File: src/rtl/expansion_port_bridge.sv
`default_nettype none
// ============================================================================
//  Module   : expansion_port_bridge
//  Purpose  : Converts asynchronous C64 expansion-port IO1/IO2 accesses into
//             single-clock read/write strobes for the register block, and
//             drives the block's registered read data back onto the bus.
//  Revision : 1.0 - initial release
// ============================================================================
module expansion_port_bridge #(
   parameter int WRITE_DELAY = 4
) (
   input  logic       clk,
   input  logic       rst,
   input  logic       phi2,
   input  logic       io_n,
   input  logic       rw,
   input  logic [7:0] bus_a,
   input  logic [7:0] bus_d_in,
   output logic [7:0] bus_d_out,
   output logic       bus_d_oe,
   output logic [7:0] reg_a,
   output logic [7:0] reg_d_d,
   input  logic [7:0] reg_d_q,
   output logic       read_strobe,
   output logic       write_strobe,
   output logic       write_abort
);

   localparam logic [3:0] c_WR_CNT_INIT = 4'(WRITE_DELAY - 1);

   typedef enum logic [2:0] {
      S_IDLE    = 3'd0,
      S_RD_STB  = 3'd1,
      S_RD_CAP  = 3'd2,
      S_RD_HOLD = 3'd3,
      S_WR_WAIT = 3'd4,
      S_WR_STB  = 3'd5,
      S_END     = 3'd6
   } state_t;

   logic       r_phi2_meta, r_phi2_sync;
   logic       r_io_n_meta, r_io_n_sync;
   logic       r_rw_meta,   r_rw_sync;
   logic [1:0] r_warm;
   logic       r_armed;
   state_t     r_state;
   logic [3:0] r_cnt;
   logic [7:0] r_bus_d_out, r_reg_a, r_reg_d_d;
   logic       r_bus_d_oe, r_read_strobe, r_write_strobe, r_write_abort;
   logic       w_start;

   // Two-flop synchronizers for the asynchronous bus control lines
   always_ff @(posedge clk or posedge rst) begin
      if (rst) begin
         r_phi2_meta <= 1'b0;
         r_phi2_sync <= 1'b0;
         r_io_n_meta <= 1'b1;
         r_io_n_sync <= 1'b1;
         r_rw_meta   <= 1'b0;
         r_rw_sync   <= 1'b0;
      end else begin
         r_phi2_meta <= phi2;
         r_phi2_sync <= r_phi2_meta;
         r_io_n_meta <= io_n;
         r_io_n_sync <= r_io_n_meta;
         r_rw_meta   <= rw;
         r_rw_sync   <= r_rw_meta;
      end
   end

   // After reset, wait for the synchronizers to refill and for PHI2 to be
   // seen low, so a bus cycle already in progress at release is ignored
   always_ff @(posedge clk or posedge rst) begin
      if (rst) begin
         r_warm  <= 2'b00;
         r_armed <= 1'b0;
      end else begin
         r_warm <= {r_warm[0], 1'b1};
         if (r_warm[1] && !r_phi2_sync)
            r_armed <= 1'b1;
      end
   end

   assign w_start = r_armed && r_phi2_sync && !r_io_n_sync;

   // Bus-cycle state machine with registered strobes and bus drive
   always_ff @(posedge clk or posedge rst) begin
      if (rst) begin
         r_state        <= S_IDLE;
         r_cnt          <= 4'd0;
         r_bus_d_out    <= 8'h00;
         r_bus_d_oe     <= 1'b0;
         r_reg_a        <= 8'h00;
         r_reg_d_d      <= 8'h00;
         r_read_strobe  <= 1'b0;
         r_write_strobe <= 1'b0;
         r_write_abort  <= 1'b0;
      end else begin
         r_read_strobe  <= 1'b0;
         r_write_strobe <= 1'b0;
         r_write_abort  <= 1'b0;
         case (r_state)
            S_IDLE: begin
               if (w_start) begin
                  if (r_rw_sync) begin
                     r_reg_a       <= bus_a;
                     r_read_strobe <= 1'b1;
                     r_state       <= S_RD_STB;
                  end else begin
                     r_cnt   <= c_WR_CNT_INIT;
                     r_state <= S_WR_WAIT;
                  end
               end
            end
            S_RD_STB: begin
               r_state <= S_RD_CAP;
            end
            S_RD_CAP: begin
               r_bus_d_out <= reg_d_q;
               r_bus_d_oe  <= 1'b1;
               r_state     <= S_RD_HOLD;
            end
            S_RD_HOLD: begin
               if (!r_phi2_sync) begin
                  r_bus_d_oe <= 1'b0;
                  r_state    <= S_IDLE;
               end else if (r_io_n_sync) begin
                  r_bus_d_oe <= 1'b0;
                  r_state    <= S_END;
               end
            end
            S_WR_WAIT: begin
               if (!r_phi2_sync || r_io_n_sync) begin
                  r_write_abort <= 1'b1;
                  r_state       <= r_phi2_sync ? S_END : S_IDLE;
               end else if (r_cnt == 4'd0) begin
                  r_reg_a        <= bus_a;
                  r_reg_d_d      <= bus_d_in;
                  r_write_strobe <= 1'b1;
                  r_state        <= S_WR_STB;
               end else begin
                  r_cnt <= r_cnt - 4'd1;
               end
            end
            S_WR_STB: begin
               r_state <= S_END;
            end
            S_END: begin
               // One strobe per PHI2-high phase: hold until PHI2 drops
               if (!r_phi2_sync)
                  r_state <= S_IDLE;
            end
            default: begin
               r_state <= S_IDLE;
            end
         endcase
      end
   end

   assign bus_d_out    = r_bus_d_out;
   assign bus_d_oe     = r_bus_d_oe;
   assign reg_a        = r_reg_a;
   assign reg_d_d      = r_reg_d_d;
   assign read_strobe  = r_read_strobe;
   assign write_strobe = r_write_strobe;
   assign write_abort  = r_write_abort;

endmodule
`default_nettype wire

File: config.mk
export PLATFORM = sky130hd
export DESIGN_NAME = expansion_port_bridge
export DESIGN_NICKNAME = d
export VERILOG_FILES = /design/src/rtl/expansion_port_bridge.sv
export SDC_FILE = /design/constraint.sdc
export NUM_CORES = 1
export LEC_CHECK = 0
export BUFFER_PORTS_ARGS = -buffer_cell sky130_fd_sc_hd__buf_4
export CORE_MARGIN = 1.5
export CORE_UTILIZATION = 40
export DETAILED_ROUTE_END_ITERATION = 7
export PLACE_DENSITY = 0.66
export SLEW_MARGIN = 20
export SYNTH_ARGS = -nofsm -noshare
export SYNTH_HDL_FRONTEND = slang
export SYNTH_SLANG_ARGS = --single-unit
File: constraint.sdc
create_clock -name clk -period 3.8 [get_ports clk]
set_clock_uncertainty 0.2 [all_clocks]
set_input_delay 0.57 -clock clk [delete_from_list [all_inputs] [get_ports clk]]
set_output_delay 0.57 -clock clk [all_outputs]
set_load 0.01 [all_outputs]
==> results of run 1 <==
==> state kept, by name, indices dropped and copies added, names as in the netlist, 2 cells and up <==
name and cells:
bus_d_out 8, reg_a 8, reg_d_d 8, r_cnt 4, r_state 3, r_warm 2
==> metrics by stage <==
stage	instances	hold slack, ns	util	instance area, um^2
4_1_cts	237	0.1541	0.5655	2295
6_report	237	0.1472	0.5655	2295
5_1_grt	237	0.1614	0.5655	2295
2_1_floorplan	124	0.1312	-	1713
3_5_place_dp	229	0.1409	0.5409	2195
3_3_place_gp	229	0.1358	0.5409	2195
==> cell families (layout without fill, tap and decap cells) <==
| kind of cell | Yosys count | after routing | share of synthesized area |
|---|---|---|---|
| flip-flops | 44 | 44 | 0.6443 |
| multiplexers | 24 | 24 | 0.1578 |
| AND/OR/NAND/NOR | 23 | 23 | 0.07743 |
| AO/OA/AOI/OAI | 22 | 22 | 0.08547 |
| buffers and inverters | 8 | 71 | 0.01826 |
| adder cells (fa/ha/maj) | 2 | 2 | 0.01461 |
| other | 1 | 1 | 0.002189 |
==> worst max-delay path by stage <==
stage | endpoint | slack (ns) | cells after the start
floorplan | bus_d_oe | 2.00 | 1
CTS | reg_d_d[0] | 1.77 | 5
detailed placement | reg_d_d[0] | 1.79 | 5
global route | r_cnt[3] | 1.64 | 4
global placement | reg_d_d[4] | 1.85 | 5
finish | reg_d_d[0] | 1.78 | 5
==> layout make-up <==
cell class	instances	share of cell area
Tap cell	50	0.02726
Multi-Input combinational cell	72	0.2519
Sequential cell	44	0.4809
Timing Repair Buffer	57	0.1865
Inverter	6	0.009815
Clock buffer	8	0.04362
==> Yosys cell counts <==
master,number
dfrtp_1,42
mux2_2,24
o21ai_0,8
a21oi_1,6
inv_1,6
nor2_1,5
nand2_1,4
nor3_1,4
dfstp_2,2
ha_1,2
nand2b_1,2
o21a_1,2
a211o_1,1
a211oi_2,1
a21o_1,1
a31oi_1,1
and4bb_2,1
buf_2,1
clkbuf_1,1
conb_1,1
nand3_1,1
nor2_2,1
nor2b_1,1
nor3b_1,1
nor4_1,1
o21bai_1,1
o21bai_4,1
or3b_2,1
or4b_4,1
==> layer usage <==
layer | vias up | global-route usage
met1 | 582 | 0.1882
met3 | 8 | 0.04276
li1 | 552 | -
met2 | 33 | 0.2500
met5 | - | 0
met4 | 0 | 0.06750
==> power groups by stage <==
stage | clock, mW | sequential [mW] | combinational [mW]
after global placement | 0 | 0.741 | 0.578
after CTS | 0.315 | 0.743 | 0.595
after global routing | 0.335 | 0.769 | 0.644
final | 0.306 | 0.744 | 0.585
after detailed placement | 0 | 0.751 | 0.594
after floorplan | 0 | 0.773 | 0.291
==> results.sh, run 1 <==
export IMPL_io_pins=57
export IMPL_synth_area_leader_cell="dfrtp_1"
export IMPL_yosys_register_bits=44
export IMPL_die_x_um=68.44
export IMPL_fillers=328
export IMPL_cts_buffers=5
export IMPL_cp_slowest_cell="dfrtp_1"
export IMPL_pwr_share_seq=0.455
export IMPL_clockRootBuffer="clkbuf_8"
export IMPL_synth_area_mm2=0.001713
export IMPL_maxCapViolCount=0
export IMPL_port_buffers=56
export IMPL_timing_final_crit_share=0.5314
export IMPL_hpwl_um=2321
export IMPL_clockBufferDepth=2
export IMPL_place_congestion=0.8114
export IMPL_p_comb_frac=0.358
export IMPL_total_leakage_power_nw=1.085
export IMPL_vias=1175
export IMPL_drc=0
export IMPL_grt_overflow=0
export IMPL_p_switching_uw=504.3
export IMPL_timing_final_ws_setup_ns=1.781
export IMPL_die_area_mm2=0.004684
export IMPL_worstPathArrival_ns=1.99
export IMPL_htree_levels=2
export IMPL_grt_pass1_vias=1241
export IMPL_fp_dieH_um=68.44
export IMPL_grt_total_usage=0.1530
export IMPL_nets=217
export IMPL_clk_latency_ns=0.28
export IMPL_rr_endpoint="reg_d_d[0]"
export IMPL_n_antenna_cell=0
export IMPL_p_int_mw=1.131
export IMPL_met3_length_um=142
export IMPL_drtAntennaViolNets=0
export IMPL_ys_types=29
export IMPL_max_stage_delay_ns=0.39
export IMPL_wire_per_inst_um=13.35
export IMPL_antenna_found_initial=0
export IMPL_r2r_start="r_cnt[0]"
export IMPL_slew_headroom=0.6478
export IMPL_mostFrequentLayoutCell="buf_4"
export IMPL_via_per_inst=4.958
export IMPL_clock_sinks=44
export IMPL_netlist_instances=124
export IMPL_startpoint="r_cnt[0]"
export IMPL_rrSetupSlack_ns=1.78
export IMPL_max_clock_freq_mhz=495.2
export IMPL_ir_drop_mv=0.3964
export IMPL_ys_seq_area_frac=0.6443
export IMPL_path_delay_family="simple AND/OR/NAND/NOR gates"
export IMPL_core_area_mm2=0.004058
export IMPL_post_cts_buffers=0
export IMPL_crit_required_ns=3.77
export IMPL_path_cells="inv_1, ha_1, nor3b_1, nand3_1, mux2_2"
export IMPL_postCtsResizedCells=0
export IMPL_crit_path_start_kind="flop"
export IMPL_r2r_cells=5
export IMPL_avgSynthCellArea_um2=13.81
export IMPL_met1Wirelength_um=1303
export IMPL_drive_gt1_frac=0.5134
export IMPL_hp_start="r_rw_meta"
export IMPL_finalSetupViolCount=0
export IMPL_pwr_share_clk=0.187
export IMPL_hold_buffers=0
export IMPL_regArea_mm2=0.001104
export IMPL_drv_slew=0
export IMPL_routed_top_layer="met4"
export IMPL_clk_pin_slew_ns=0.07
export IMPL_worst_setup_path_end_kind="flop"
export IMPL_hold_end="r_rw_sync"
export IMPL_start_util=0.4221
export IMPL_finalCriticalPeriod_ns=2.019
export IMPL_p_per_area_mw_per_mm2=712.7
export IMPL_outcome="complete, no violations"
export IMPL_path_class="flop to flop"
export IMPL_drtIter0Drc=46
export IMPL_grt_max_degree=45
export IMPL_rsz0062_at_grt="false"
export IMPL_totalWireLength_um=3164
export IMPL_multi_input_comb_area_um2=578.1
export IMPL_layout_common_cells="buf_4, dfrtp_1, mux2_2"
export IMPL_cts_tree="done"
export IMPL_worst_pin_slew_ns=0.5284
export IMPL_path_buf_inv=1
export IMPL_hp_class="flop to flop"
export IMPL_areaGrowthSynthToFinish_pct=33.97
export IMPL_crit_fanout=10
export IMPL_yosys_warnings=0
export IMPL_yosysTopAreaCellShare=0.6136
export IMPL_first_pass_iters=4
export IMPL_grt_pass1_wl_um=5278
export IMPL_hold_depth=0
export IMPL_switching_share=0.3084
export IMPL_synth_area_leaders="dfrtp_1, mux2_2, dfstp_2, o21ai_0, a21oi_1"
export IMPL_met2WireLength_um=1672
export IMPL_fp_row_count=23
export IMPL_hold_violations=0
export IMPL_power_total_mw=1.635
export IMPL_setup_tns_final_ns=0
export IMPL_pre_cts_ws_ns=1.787
export IMPL_syn_num_nets=155
No activity file was read; power rests on OpenSTA's default activity.
==> inputs of run 2 (changes only) <==
--- a/config.mk
+++ b/config.mk
@@ -9,7 +9,7 @@
 export CORE_MARGIN = 1.5
 export CORE_UTILIZATION = 40
 export DETAILED_ROUTE_END_ITERATION = 7
-export PLACE_DENSITY = 0.66
+export PLACE_DENSITY = 0.68
 export SLEW_MARGIN = 20
 export SYNTH_ARGS = -nofsm -noshare
 export SYNTH_HDL_FRONTEND = slang
==> constraint.sdc (replaced) <==
create_clock -name clk -period 1.85 [get_ports clk]
set_clock_uncertainty 0.2 [all_clocks]
set_input_delay 0.2775 -clock clk [delete_from_list [all_inputs] [get_ports clk]]
set_output_delay 0.2775 -clock clk [all_outputs]
set_load 0.01 [all_outputs]
==> run 2 against run 1 <==
Effect of this change:
- critical endpoint is now reg_a[3]
- sequential cell count unchanged
- wire length increased by 12%
- combinational power increased by 140%
- global-route usage increased by 1.0 points
- largest cell class unchanged
- first-iteration DRC count increased by 24%
- utilization increased by 3.7 points
- critical path depth unchanged
==> results.sh, run 2 (same netlist as run 1, synthesis figures left out) <==
export IMPL_total_leakage_power_nw=1.148
export IMPL_layoutNonFillerInstCount=252
export IMPL_crit_required_ns=1.83
export IMPL_crit_fanout=8
export IMPL_cp_slowest_cell="mux2_2"
export IMPL_grt_pass1_wl_um=5492
export IMPL_drtAntennaViolNets=0
export IMPL_io_pins=57
export IMPL_worstPathArrival_ns=1.82
export IMPL_path_buf_inv=1
export IMPL_path_class="flop to flop"
export IMPL_p_per_area_mw_per_mm2=1430
export IMPL_clock_sinks=44
export IMPL_grt_pass1_vias=1178
export IMPL_drc=0
export IMPL_port_buffers=56
export IMPL_max_clock_freq_mhz=543.1
export IMPL_vias=1200
export IMPL_clk_latency_ns=0.30
export IMPL_n_antenna_cell=0
export IMPL_die_x_um=68.44
export IMPL_antenna_found_initial=0
export IMPL_die_area_mm2=0.004684
export IMPL_hpwl_um=2476
export IMPL_hold_violations=0
export IMPL_outcome="complete, no violations"
export IMPL_grt_total_usage=0.1632
export IMPL_grt_util_met1=0.2028
export IMPL_placedCellCount=234
export IMPL_grt_max_degree=45
export IMPL_maxCapViolCount=0
export IMPL_timing_final_crit_share=0.9953
export IMPL_clockRootBuffer="clkbuf_8"
export IMPL_final_util=0.6025
export IMPL_use_met3=0.05921
export IMPL_drive_gt1_frac=0.5297
export IMPL_clockBufferDepth=2
export IMPL_core_area_mm2=0.004058
export IMPL_drtIter0Drc=57
export IMPL_via_per_inst=4.762
export IMPL_fillers=322
export IMPL_slew_headroom=0.6476
export IMPL_path_cells="inv_1, ha_1, and4bb_2, o21bai_4, mux2_2"
export IMPL_crit_path_start_kind="flop"
export IMPL_htree_levels=2
export IMPL_cts_buffers=5
export IMPL_mostFrequentLayoutCell="buf_4"
export IMPL_fp_row_count=23
export IMPL_grt_overflow=0
export IMPL_hp_class="input pin to flop"
export IMPL_finalCriticalPeriod_ns=1.841
export IMPL_worst_setup_path_end_kind="flop"
export IMPL_wire_per_inst_um=14.03
export IMPL_clk_pin_slew_ns=0.08
export IMPL_path_delay_family="multiplexers"
export IMPL_drv_slew=0
export IMPL_gr_usage_met2=0.2596
export IMPL_layout_common_cells="buf_4, dfrtp_1, mux2_2"
export IMPL_ir_drop_mv=0.8641
export IMPL_rsz0062_at_grt="true"
export IMPL_first_pass_iters=4
export IMPL_worst_pin_slew_ns=0.5286
export IMPL_regArea_mm2=0.001104
export IMPL_start_util=0.4221
export IMPL_grt_busiest_layer="met2"
export IMPL_place_congestion=0.7989
export IMPL_areaGrowthSynthToFinish_pct=42.73
export IMPL_nets=232
export IMPL_fp_dieH_um=68.44
export IMPL_setup_tns_final_ns=0
export IMPL_max_stage_delay_ns=0.38
export IMPL_totalWireLength_um=3536
export IMPL_finalSetupViolCount=0
export IMPL_cts_tree="done"
export IMPL_multi_input_comb_area_um2=598.1
[run 2: cell types whose count changed in the layout (fill, tap and decap cells not counted), sizes merged]
cell / change
buf: +7
dlygate4sd3: +8
clkbuf: -2
clkinvlp: +2
[run 2: cell type report]
cell class / count / area share
sequential: 44 / 0.4514
multi-input combinational: 72 / 0.2446
timing repair buffer: 72 / 0.2293
clock buffer: 6 / 0.03378
tap: 50 / 0.02559
inverter: 6 / 0.009212
clock inverter: 2 / 0.006141
[run 2: worst paths after layout]
kind,from,endpoint,slack [ns],depth (start not counted)
max reg2reg,r_cnt[1],reg_a[3],0.009,5
min,reg_d_q[4],bus_d_out[4],0.008,2
min reg2reg,r_rw_meta,r_rw_sync,0.15,0
max in group asynchronous,rst,r_io_n_sync,0.62,4
max,r_cnt[1],reg_a[3],0.009,5
min in group asynchronous,rst,reg_a[6],0.46,4
[run 2: what timing repair did]
action / 4_1_cts / 5_1_grt
setup endpoints to repair: 10 / 20
resized for setup: 1 / 3
setup buffers: 1 / 1
hold buffers: 4 / 4
endpoints found under the hold margin: 45 / 4
pin swaps: 1 / 0
[run 2: power by group]
part | total [mW] | switching (mW) | internal [mW] | leakage (nW)
clock | 0.624 | 0.322 | 0.302 | 0.0434
combinational | 1.38 | 0.597 | 0.784 | 0.586
sequential | 1.49 | 0.201 | 1.29 | 0.519
[run 2: metal layers]
metal	wire length, um	vias up
met5	0	-
met1	1479	591
met4	53	0
li1	-	578
met3	132	5
met2	1871	26
[run 2: worst reg2reg max path, cell delays in order, from the launching register on]
cell and delay, ns:
dfrtp_1 0.37, inv_1 0.07, ha_1 0.19, and4bb_2 0.26, o21bai_4 0.26, mux2_2 0.38
[run 2: stage by stage]
stage / area [um^2] / hold slack [ns] / power, mW / setup WS, ns
2_1_floorplan: 1713 / 0.08198 / 2.185 / 0.06321
3_5_place_dp: 2232 / 0.1355 / 2.821 / -0.004578
4_1_cts: 2382 / 0.002869 / 3.473 / -0.002925
5_1_grt: 2445 / 0.0007412 / 3.724 / -0.05161
3_3_place_gp: 2232 / 0.1346 / 2.756 / 0.06047
6_report: 2445 / 0.008208 / 3.495 / 0.008734
